==> src/rtl/usb_pkg.sv <==
// usb_pkg
// Shared types and constants for the USB serial transmit path.
//   bs_state_t        : bit stuffer FSM states
//   STUFF_LEN_DEFAULT : consecutive 1s that force a stuffed 0
//   USB_DATA_W        : width of the serial data path
//   STUFF_CNT_W       : width of the per-packet stuffed-bit counter
package usb_pkg;

  typedef enum logic [1:0] {
    IDLE  = 2'd0,
    SEND  = 2'd1,
    STUFF = 2'd2
  } bs_state_t;

  localparam int STUFF_LEN_DEFAULT = 6;
  localparam int ONES_CNT_W_DEFAULT = 4;
  localparam int USB_DATA_W = 1;
  localparam int STUFF_CNT_W = 8;

  // Saturating increment so a pathological packet cannot wrap the count.
  function automatic logic [STUFF_CNT_W-1:0] sat_inc(input logic [STUFF_CNT_W-1:0] v);
    return (v == {STUFF_CNT_W{1'b1}}) ? v : v + 1'b1;
  endfunction

endpackage

==> src/rtl/bit_stuffer_if.sv <==
// bit_stuffer_if
// Serial stream bundle around the bit stuffer.
//   in_bit, in_valid  : serial packet+CRC stream from the CRC calculator
//   bs_ready          : stuffer accepts a bit this cycle
//   out_bit, out_valid: stuffed serial stream to the NRZI encoder
//   stuff_count       : stuffed bits in the current packet (BS_STUFF_CNT_EN only)
// Modports: master = upstream/downstream environment, slave = the stuffer.
interface bit_stuffer_if;

  logic in_bit;
  logic in_valid;
  logic bs_ready;
  logic out_bit;
  logic out_valid;
`ifdef BS_STUFF_CNT_EN
  logic [usb_pkg::STUFF_CNT_W-1:0] stuff_count;

  modport master (
    output in_bit, in_valid,
    input  bs_ready, out_bit, out_valid, stuff_count
  );

  modport slave (
    input  in_bit, in_valid,
    output bs_ready, out_bit, out_valid, stuff_count
  );
`else
  modport master (
    output in_bit, in_valid,
    input  bs_ready, out_bit, out_valid
  );

  modport slave (
    input  in_bit, in_valid,
    output bs_ready, out_bit, out_valid
  );
`endif

endinterface

==> src/rtl/bit_stuffer_ones_counter.sv <==
// bs_ones_counter
// Run-length counter of consecutive accepted 1s.
//   clock, reset_n : clock, async active-low reset
//   clear          : restart the run (accepted 0, stuffed cycle, packet gap)
//   incr           : an accepted 1 extends the run
//   hit_next       : this increment completes a run of STUFF_LEN 1s
// The run is cleared on the stuffed cycle, so count never exceeds STUFF_LEN.
module bs_ones_counter
  import usb_pkg::*;
#(
  parameter int STUFF_LEN = STUFF_LEN_DEFAULT,
  parameter int CNT_W     = ONES_CNT_W_DEFAULT
) (
  input  logic clock,
  input  logic reset_n,
  input  logic clear,
  input  logic incr,
  output logic hit_next
);

  logic [CNT_W-1:0] count;

  always_ff @(posedge clock or negedge reset_n) begin
    if (!reset_n) begin
      count <= '0;
    end else if (clear) begin
      count <= '0;
    end else if (incr) begin
      count <= count + 1'b1;
    end
  end

  // Looks one increment ahead so the FSM can enter STUFF on the same edge
  // that accepts the last 1 of the run.
  assign hit_next = incr && (count == CNT_W'(STUFF_LEN - 1));

endmodule

==> src/rtl/bit_stuffer.sv <==
// bit_stuffer
// USB transmit bit stuffer between the CRC calculator and the NRZI encoder.
// Inserts a 0 after every STUFF_LEN consecutive 1s, holding off upstream
// for the one stuffed cycle.
//   clock    : system clock, rising edge
//   reset_n  : asynchronous active-low reset
//   bus      : bit_stuffer_if.slave (in_bit/in_valid/bs_ready in,
//              out_bit/out_valid out, stuff_count when enabled)
// Optional feature macro: BS_STUFF_CNT_EN adds the 8-bit saturating
// per-packet stuffed-bit counter on bus.stuff_count.
//
// state | meaning
// IDLE  | between packets, ready; first valid bit starts a packet
// SEND  | passing bits through, counting consecutive 1s
// STUFF | run of STUFF_LEN 1s completed; emit a 0, upstream held off
module bit_stuffer
  import usb_pkg::*;
#(
  parameter int STUFF_LEN = STUFF_LEN_DEFAULT,
  parameter int CNT_W     = ONES_CNT_W_DEFAULT
) (
  input  logic          clock,
  input  logic          reset_n,
  bit_stuffer_if.slave  bus
);

  bs_state_t state;
  logic      out_bit_q;
  logic      out_valid_q;
  logic      accept;
  logic      cnt_clear;
  logic      cnt_incr;
  logic      hit_next;
`ifdef BS_STUFF_CNT_EN
  logic [STUFF_CNT_W-1:0] stuff_count_q;
`endif

  // Moore ready: no combinational path from in_valid.
  assign bus.bs_ready  = (state != STUFF);
  assign bus.out_bit   = out_bit_q;
  assign bus.out_valid = out_valid_q;
`ifdef BS_STUFF_CNT_EN
  assign bus.stuff_count = stuff_count_q;
`endif

  assign accept = bus.in_valid && (state != STUFF);

  // Any cycle without an accepted 1 ends the run: accepted 0, the stuffed
  // cycle and packet gaps all restart counting.
  always_comb begin
    cnt_clear = 1'b0;
    cnt_incr  = 1'b0;
    if (accept && bus.in_bit) begin
      cnt_incr = 1'b1;
    end else begin
      cnt_clear = 1'b1;
    end
  end

  bs_ones_counter #(
    .STUFF_LEN (STUFF_LEN),
    .CNT_W     (CNT_W)
  ) u_ones_counter (
    .clock    (clock),
    .reset_n  (reset_n),
    .clear    (cnt_clear),
    .incr     (cnt_incr),
    .hit_next (hit_next)
  );

  always_ff @(posedge clock or negedge reset_n) begin
    if (!reset_n) begin
      state       <= IDLE;
      out_bit_q   <= 1'b0;
      out_valid_q <= 1'b0;
`ifdef BS_STUFF_CNT_EN
      stuff_count_q <= '0;
`endif
    end else begin
      case (state)
        IDLE: begin
          if (bus.in_valid) begin
            out_bit_q   <= bus.in_bit;
            out_valid_q <= 1'b1;
            state       <= SEND;
`ifdef BS_STUFF_CNT_EN
            stuff_count_q <= '0;
`endif
          end else begin
            out_valid_q <= 1'b0;
          end
        end
        SEND: begin
          if (bus.in_valid) begin
            out_bit_q   <= bus.in_bit;
            out_valid_q <= 1'b1;
            if (hit_next) begin
              state <= STUFF;
            end
          end else begin
            out_valid_q <= 1'b0;
            state       <= IDLE;
          end
        end
        STUFF: begin
          // The stuffed 0 goes out even if the packet has just ended.
          out_bit_q   <= 1'b0;
          out_valid_q <= 1'b1;
          state       <= bus.in_valid ? SEND : IDLE;
`ifdef BS_STUFF_CNT_EN
          stuff_count_q <= sat_inc(stuff_count_q);
`endif
        end
        default: begin
          out_valid_q <= 1'b0;
          state       <= IDLE;
        end
      endcase
    end
  end

endmodule

==> src/flat_wrapper.sv <==
// flat-port wrapper written by rule: the top's interface ports become plain ports
module bit_stuffer_flat import usb_pkg::*;
#(
  parameter int STUFF_LEN = STUFF_LEN_DEFAULT,
  parameter int CNT_W     = ONES_CNT_W_DEFAULT
)
  (clock, reset_n, bus_in_bit, bus_in_valid, bus_bs_ready, bus_out_bit, bus_out_valid);
  bit_stuffer_if bus_i ();
  input  logic clock;
  input  logic reset_n;
  input wire logic [$bits(bus_i.in_bit)-1:0] bus_in_bit;
  input wire logic [$bits(bus_i.in_valid)-1:0] bus_in_valid;
  output wire logic [$bits(bus_i.bs_ready)-1:0] bus_bs_ready;
  output wire logic [$bits(bus_i.out_bit)-1:0] bus_out_bit;
  output wire logic [$bits(bus_i.out_valid)-1:0] bus_out_valid;
  assign bus_i.in_bit = bus_in_bit;
  assign bus_i.in_valid = bus_in_valid;
  assign bus_bs_ready = bus_i.bs_ready;
  assign bus_out_bit = bus_i.out_bit;
  assign bus_out_valid = bus_i.out_valid;
  bit_stuffer #(.STUFF_LEN(STUFF_LEN), .CNT_W(CNT_W)) u_core (.clock(clock), .reset_n(reset_n), .bus(bus_i));
endmodule
==> config.mk <==
export PLATFORM = sky130hd
export DESIGN_NAME = bit_stuffer_flat
export DESIGN_NICKNAME = d
export VERILOG_FILES = /design/src/rtl/usb_pkg.sv /design/src/rtl/bit_stuffer_if.sv /design/src/rtl/bit_stuffer_ones_counter.sv /design/src/rtl/bit_stuffer.sv /design/src/flat_wrapper.sv
export SDC_FILE = /design/constraint.sdc
export NUM_CORES = 1
export LEC_CHECK = 0
export BUFFER_PORTS_ARGS = -buffer_cell sky130_fd_sc_hd__buf_4
export CAP_MARGIN = 0
export CORE_AREA = 2 2 39 41
export CTS_BUF_LIST = sky130_fd_sc_hd__clkbuf_4 sky130_fd_sc_hd__clkbuf_8
export DETAILED_ROUTE_END_ITERATION = 10
export DIE_AREA = 0 0 41 43
export MAX_ROUTING_LAYER = met4
export PLACE_DENSITY_LB_ADDON = 0.05
export REMOVE_ABC_BUFFERS = 1
export SLEW_MARGIN = 40
export SYNTH_ARGS = -nofsm -noshare
export SYNTH_HDL_FRONTEND = slang
export SYNTH_SLANG_ARGS = --single-unit
==> constraint.sdc <==
create_clock -name clock -period 1.5 [get_ports clock]
set_input_delay 0.225 -clock clock [delete_from_list [all_inputs] [get_ports clock]]
set_output_delay 0.225 -clock clock [all_outputs]
set_load 0.01 [all_outputs]
== Yosys cells after proc, flatten, opt, wreduce, memory -nomap -nowiden ==
Cells that the tools add are included.
Operators by class
  multipliers: 0
  reductions and logical operators: 8
  div/mod/pow operators: 0
  equal/unequal tests: 8
  bitwise operators: 0
  order comparisons: 0
  multiplexer cells: 12
  shift operators: 0
  add/sub/neg operators: 1
Operator list (count)
  $mux W4: 2
  $mux W2: 3
  $ne A2 B2 Y1 const B: 3
  $pmux W2 S3: 1
  $add A4 B1 Y4 const B: 1
  $eq A4 B3 Y1 const B: 1
  $mux W1: 4
  $pmux W1 S2: 2
  $reduce_and A2 Y1: 2
  $logic_and A1 B1 Y1: 3
  $ne A3 B2 Y1 const B: 1
  $eq A2 B1 Y1 const B: 1
  $eq A2 B2 Y1 const B: 1
  $logic_not A2 Y1: 1
  $ne A2 B1 Y1 const B: 1
  $reduce_bool A2 Y1: 1
  $reduce_or A2 Y1: 1
Storage, ports and cells
  bits in read-only memories: 0
  bits in latches: 0
  memories: 0
  flip-flop bits (word level): 8
  bits in writable memories: 0

== Longest topological paths before layout ==
Gate-level depths: netlist (run 1).
  word-level depth: 8
  gate-level depth with buffers: 5
  gate-level depth less buffers: 5

== Modules after synthesis ==
From an unflattened synthesis (run 1), not the netlist that was laid out.
Second synthesis, totals
  cell total of the unflattened synthesis: 36
  area, all modules: 411.6 µm²
By module, submodules not included
  bs_ones_counter: instances 1, area each 242.7 µm², sequential area each 100.1 µm², cells an instance 20
  bit_stuffer: instances 1, area each 168.9 µm², sequential area each 100.1 µm², cells an instance 16

== Worst setup path after synthesis (run 1) ==
Ideal clock, no wire load.
  path kind: reg2reg
  start point: reg u_core.u_ones_counter.count[0]
  end point: reg u_core.state[0]
  data required time: 1418 ps
  period minus slack after synthesis: 900 ps
  path slack: 600 ps
  path buffers: 0
  cell stages (with the launch flop): 5
  arrival: 818 ps
  library setup time: 82 ps
  cells stage by stage: dfrtp_1 ha_1 nand2_1 nor2_1 a31oi_1
On the way
  cells in the longest elaborated chain, start to end: 4
Ends and longest elaborated chain
  from (decl): RTL line bit_stuffer_ones_counter.sv:21  | logic [CNT_W-1:0] count;
  from (signal assigned): RTL line bit_stuffer_ones_counter.sv:29  | count <= count + 1'b1;
  $eq A4 B3 Y1: RTL line bit_stuffer_ones_counter.sv:35  | assign hit_next = incr && (count == CNT_W'(STUFF_LEN - 1));
  $logic_and A1 B1 Y1: RTL line bit_stuffer_ones_counter.sv:35
  $ne A3 B2 Y1 (no source line)
  $reduce_and A2 Y1 (no source line)
  to (signal assigned): RTL line bit_stuffer.sv:109  | state <= bus.in_valid ? SEND : IDLE;
  to (decl): RTL line bit_stuffer.sv:27  | bs_state_t state;
Every way passes these cells.
A chain may end at the register's enable or synchronous reset.

== Final worst setup path (run 1) ==
  start point: reg u_core.state[0]
  end point: out bus_bs_ready
On the way
  cells in the longest elaborated chain, start to end: 1
Ends and longest elaborated chain
  $ne A2 B2 Y1: RTL line bit_stuffer.sv:39  | assign bus.bs_ready = (state != STUFF);
  to (decl): RTL line flat_wrapper.sv:13  | output wire logic [$bits(bus_i.bs_ready)-1:0] bus_bs_ready;
Every way passes these cells.

==> results of run 1 <==
[area by class of cell]
type,count,share of cell area [%]
clock buffers,3,4.92
inverters,1,0.820
multi-input cells,22,34.2
flip-flops and latches,8,43.7
well taps,16,4.37
repair buffers,7,12.0
[cells in the mapped netlist]
master	instances
dfrtp_1	8
nor2_1	5
nand2_1	3
ha_1	2
nand3_1	2
a31oi_1	1
inv_1	1
mux2i_1	1
nand2b_4	1
nand3_4	1
nand4b_1	1
nor3_1	1
o21a_1	1
o21ai_1	1
xnor2_1	1
xor2_1	1
[layout by cell type, fill, tap and decap left out, drive strengths merged, types with 2 or more instances in the layout]
| cell type | count |
|---|---|
| nor2 | 5 |
| nand2 | 3 |
| ha | 2 |
| clkbuf | 3 |
| dfrtp | 8 |
| buf | 6 |
| nand3 | 3 |
[cells by family after synthesis]
logic type / share of synthesized area, %
xor+xnor: 4.86
flops: 55.6
mux: 2.78
compound gates: 5.21
fa+ha+maj: 6.94
buf+inv: 1.04
simple gates: 23.6
[worst min path at each step]
stage,startpoint,end,slack (ns),cells past startpoint
final,bus_in_bit,u_core.state[0]$_DFFE_PN0P_,0.20,2
after CTS,bus_in_bit,u_core.state[0]$_DFFE_PN0P_,0.20,2
after global routing,bus_in_bit,u_core.state[0]$_DFFE_PN0P_,0.20,2
after global placement,reset_n,u_core.u_ones_counter.count[2]$_DFF_PN0_,0.05,1
after floorplan,reset_n,u_core.bus.out_bit$_DFFE_PN0P_,-0.07,0
after detailed placement,reset_n,u_core.u_ones_counter.count[2]$_DFF_PN0_,0.05,1
[per-layer routing]
layer	part of all wire, %	vias up	global-route usage [%]	wire, um
li1	-	125	-	-
met1	41	127	11.0	277
met2	51	6	13.4	349
met3	6.6	2	3.14	45
met4	1.2	0	10.0	8
met5	0	-	-	0
[timing repair]
item                                   CTS  global route
endpoints found under the hold margin    8             0
gates resized for setup                  0             0
hold buffers                             1             0
buffers inserted                         0             0
[power groups by stage]
stage                     Sequential, mW  Combinational (mW)  Clock [mW]
after floorplan                    0.235              0.0134           0
after global placement             0.234              0.0382           0
after detailed placement           0.234              0.0393           0
after CTS                          0.231              0.0415       0.170
after global routing               0.232              0.0448       0.178
final                              0.231              0.0402       0.161
[through the flow]
stage          total power [mW]  cell area, um^2  hold WS, ns  instances  setup WS [ns]
5_1_grt                   0.455              458        0.201         57          0.249
2_1_floorplan             0.249              360      -0.0706         31          0.600
4_1_cts                   0.442              458        0.196         57          0.283
6_report                  0.432              458        0.198         57          0.296
3_5_place_dp              0.274              425       0.0496         53          0.538
3_3_place_gp              0.272              425       0.0469         53          0.558
[registers in the layout, summed over array words and instances (netlist names)]
signal,count
u_core.bus.out_valid,1
u_core.u_ones_counter.count,4
u_core.state,2
u_core.bus.out_bit,1
==> results.yml, run 1 <==
critical_path:
  cpMaxStageDelayCell: "dfrtp_1"
  r2r_cells: 4
  endpoint: "bus_bs_ready"
  critPathTopFamily: "flip-flops"
  crit_path_start: "u_core.state[0]$_DFFE_PN0P_"
  max_stage_delay_ns: 0.41
  r2r_slack_ns: 0.52
  rr_endpoint: "u_core.state[0]$_DFFE_PN0P_"
  start_kind: "flop"
  end_kind: "primary output"
  r2r-start: "u_core.u_ones_counter.count[0]$_DFF_PN0_"
  cp_num_cells: 2
  cp.arrival_ns: 0.98
  crit_chain: "nand2b_4 > buf_4"
  crit_buf_inv: 1
  critPathMaxFanout: 5
  critPathKind: "flop to primary output"
  cp.required_ns: 1.27
yosys:
  ys_types: 16
  synth_seq_cells: 8
  yosysTopAreaCell: "dfrtp_1"
  avgSynthCellArea_um2: 11.6
  ys_seq_area_share_pct: 55.6
  yosys-top-cells-area: "dfrtp_1 (56%), ha_1 (6.9%), nor2_1 (5.2%)"
  synth_cells: 31
  ys_warn_count: 0
  synth_area_um2: 360
  synth_top_cell_area_share_pct: 55.6
clocking:
  cts_buffers: 3
  clockRootBuffer: "clkbuf_4"
  cts_tree: "built"
  clk_pin_slew_ns: 0.05
  clkSinkCount: 8
  htreeDepth: 1
  clock_path_buffers: 2
  clock_latency_ns: 0.25
cells_and_area:
  fin_nets: 49
  antennaDiodeCount: 0
  nFillCells: 147
  fin_util_pct: 33.1
  final_layout_size_suffix_gt1_share_pct: 26.8
  multi_input_area_um2: 156
  area_growth_pct: 27.1
  regArea_um2: 200
global_routing:
  first_global_vias: 248
  grt_util_all_layers_pct: 10.1
  grt_overflow: 0
  grt_max_degree: 9
  antenna_found_initial: 0
  grt_pass1_wl_um: 1060
pwr:
  pwr-share-comb_pct: 9.3
  leakage_nw: 0.211
  power.share.sequential_pct: 53.4
  switching_share_pct: 22.3
  peakVddDrop_mv: 0.446
  power_density_mw_per_mm2: 944
  pwr-share-clk_pct: 37.3
  switching_power_mw: 0.0962
  power.internal_mw: 0.336
sta:
  fin_crit_ns: 1.20
  finalMaxSlewViolations: 0
  slew_headroom_pct: 84.0
  min_period_over_period_pct: 80.3
  fmax_mhz: 831
  hold_violations: 0
  setup_violations: 0
  finalClockSkew_ns: 0.00216
  setup_tns_ns: 0
  worst_pin_slew_ns: 0.240
  grt_setup_unrepaired: "no"
worst_hold_path:
  hold_path.class: "primary input to flop"
floorplan:
  rows: 14
  die_h_um: 43
  coreArea_mm2: 0.00138
  start_util_pct: 26.0
  die_w_um: 41
  dieArea_mm2: 0.00176
  io_pins: 7
job:
  timing.max_cap.violations: 0
route:
  dr_total_vias: 260
  wire_per_inst_um: 11.9
  viasPerCell: 4.56
  drt-initial-drc-count: 2
  firstDrtPassIters: 4
  drc: 0
  ant_nets: 0
  drt_wl_total_um: 681
outcome:
  outcome: "finished, final reports clean"
placement:
  dp.final_hpwl_um: 510
  port_buffers: 6
  place.gp.congestion: 0.586
Power figures use the tool's default switching activity.
==> inputs of run 2 (changes only) <==
==> constraint.sdc (replaced) <==
create_clock -name clock -period 1.2 [get_ports clock]
set_input_delay 0.18 -clock clock [delete_from_list [all_inputs] [get_ports clock]]
set_output_delay 0.18 -clock clock [all_outputs]
set_load 0.01 [all_outputs]
==> run 2 against run 1 <==
Net effect: critical path depth unchanged; first-iteration DRC count unchanged; via count decreased by 3.1%; core utilization unchanged; register-to-register slack got worse by 0.29 ns; worst setup slack got worse by 0.24 ns; global-route usage decreased by 0.74 points; clock power increased by 21%; wire length decreased by 13%; hold slack got worse by 0.030 ns; clock skew increased by 0.0013 ns; clock-buffer cell count unchanged; critical path type unchanged; critical endpoint unchanged.
==> results.yml, run 2 (synthesis gave the netlist of run 1 again) <==
pwr:
  switching_power_mw: 0.114
  leakage_nw: 0.211
  total_power_mw: 0.534
  pwr-share-clk_pct: 36.6
  switching_share_pct: 21.3
  power_density_mw_per_mm2: 1170
  power.internal_mw: 0.420
  pwr-share-comb_pct: 9.4
  peakVddDrop_mv: 0.449
  power.share.sequential_pct: 54.0
floorplan:
  rows: 14
  io_pins: 7
  dieArea_mm2: 0.00176
  die_w_um: 41
  start_util_pct: 26.0
  die_h_um: 43
  coreArea_mm2: 0.00138
global_routing:
  grt_max_degree: 9
  first_global_vias: 238
  grt_overflow: 0
  grt_pass1_wl_um: 1000
  grt_util_all_layers_pct: 9.35
  antenna_found_initial: 0
clocking:
  clock_latency_ns: 0.25
  cts_resized: 0
  htreeDepth: 1
  clkSinkCount: 8
  clock_path_buffers: 2
  clockRootBuffer: "clkbuf_4"
  cts_tree: "built"
  cts_hold_buf: 1
  clk_pin_slew_ns: 0.05
  post_cts_buffers: 0
  cts_buffers: 3
sta:
  finalMaxSlewViolations: 0
  fin_ws_ns: 0.0514
  grt_setup_unrepaired: "no"
  finalClockSkew_ns: 0.00350
  worst_pin_slew_ns: 0.230
  slew_headroom_pct: 84.7
  fin_crit_ns: 1.15
  fmax_mhz: 871
  setup_tns_ns: 0
  min_period_over_period_pct: 95.7
  hold_violations: 0
  setup_violations: 0
placement:
  dp_cells: 53
  port_buffers: 6
  place.gp.congestion: 0.586
  place_ws_ns: 0.218
  dp.final_hpwl_um: 483
critical_path:
  r2r_cells: 4
  cpMaxStageDelayCell: "dfrtp_1"
  crit_buf_inv: 1
  critPathTopFamily: "flip-flops"
  cp.required_ns: 1.02
  crit_chain: "nand2b_4 > buf_4"
  rr_endpoint: "u_core.state[0]$_DFFE_PN0P_"
  critPathMaxFanout: 5
  max_stage_delay_ns: 0.41
  r2r_slack_ns: 0.23
  r2r-start: "u_core.u_ones_counter.count[0]$_DFF_PN0_"
  cp.arrival_ns: 0.97
  critPathKind: "flop to primary output"
  start_kind: "flop"
  end_kind: "primary output"
route:
  firstDrtPassIters: 2
  ant_nets: 0
  viasPerCell: 4.42
  drc: 0
  drt_wl_total_um: 593
  drt-initial-drc-count: 2
  dr_total_vias: 252
  wire_per_inst_um: 10.4
cells_and_area:
  top_regs: "u_core.u_ones_counter.count x4, u_core.state x2"
  area_growth_pct: 27.1
  nFillCells: 157
  multi_input_area_um2: 156
  fin_nets: 49
  layout_common_cells: "dfrtp_1 (8), buf_4 (6), nor2_1 (5), nand2_1 (3), clkbuf_4 (3)"
  layoutNonFillerInstCount: 57
  final_common_cell: "dfrtp_1"
  antennaDiodeCount: 0
  regArea_um2: 200
  fin_util_pct: 33.1
  top_register: "u_core.u_ones_counter.count"
  final_layout_size_suffix_gt1_share_pct: 26.8
  largest_reg_flops: 4
worst_hold_path:
  hold_path.class: "primary input to flop"
  hold_path_startpoint: "bus_in_bit"
  hold_end: "u_core.state[0]$_DFFE_PN0P_"
  hold_path_depth: 2
outcome:
  outcome: "finished, final reports clean"
job:
  timing.max_cap.violations: 0
==> run 2: per-layer routing <==
metal / routed length (um) / track usage, %
met1: 254 / 9.93
met2: 285 / 13.1
met3: 47 / 4.71
met4: 6 / 6.00
met5: 0 / -
==> run 2: power groups by stage <==
stage | clock, mW | combinational (mW) | sequential [mW]
floorplan | 0 | 0.0167 | 0.294
global placement | 0 | 0.0474 | 0.292
detailed placement | 0 | 0.0489 | 0.293
CTS | 0.207 | 0.0516 | 0.288
global route | 0.225 | 0.0555 | 0.289
finish | 0.195 | 0.0500 | 0.288
==> run 2: how the worst max path moves through the flow <==
stage,to,slack [ns],cells past startpoint,start
floorplan,u_core.state[0]$_DFFE_PN0P_,0.30,4,u_core.u_ones_counter.count[0]$_DFF_PN0_
global placement,u_core.state[0]$_DFFE_PN0P_,0.26,4,u_core.u_ones_counter.count[0]$_DFF_PN0_
detailed placement,u_core.state[0]$_DFFE_PN0P_,0.22,4,u_core.u_ones_counter.count[0]$_DFF_PN0_
CTS,bus_bs_ready,0.04,2,u_core.state[0]$_DFFE_PN0P_
global route,bus_bs_ready,0.001,2,u_core.state[0]$_DFFE_PN0P_
finish,bus_bs_ready,0.05,2,u_core.state[0]$_DFFE_PN0P_
==> run 2: per-stage QoR <==
step | cell area, um^2 | hold WS [ns]
after global placement | 425 | 0.00286
final | 458 | 0.168
after global routing | 458 | 0.168
after CTS | 458 | 0.168
after detailed placement | 425 | 0.00399
after floorplan | 360 | -0.116
==> run 2: layout make-up <==
| type | instances | share of cell area, % |
|---|---|---|
| well taps | 16 | 4.37 |
| flip-flops and latches | 8 | 43.7 |
| repair buffers | 7 | 12.0 |
| clock buffers | 3 | 4.92 |
| multi-input cells | 22 | 34.2 |
| inverters | 1 | 0.820 |
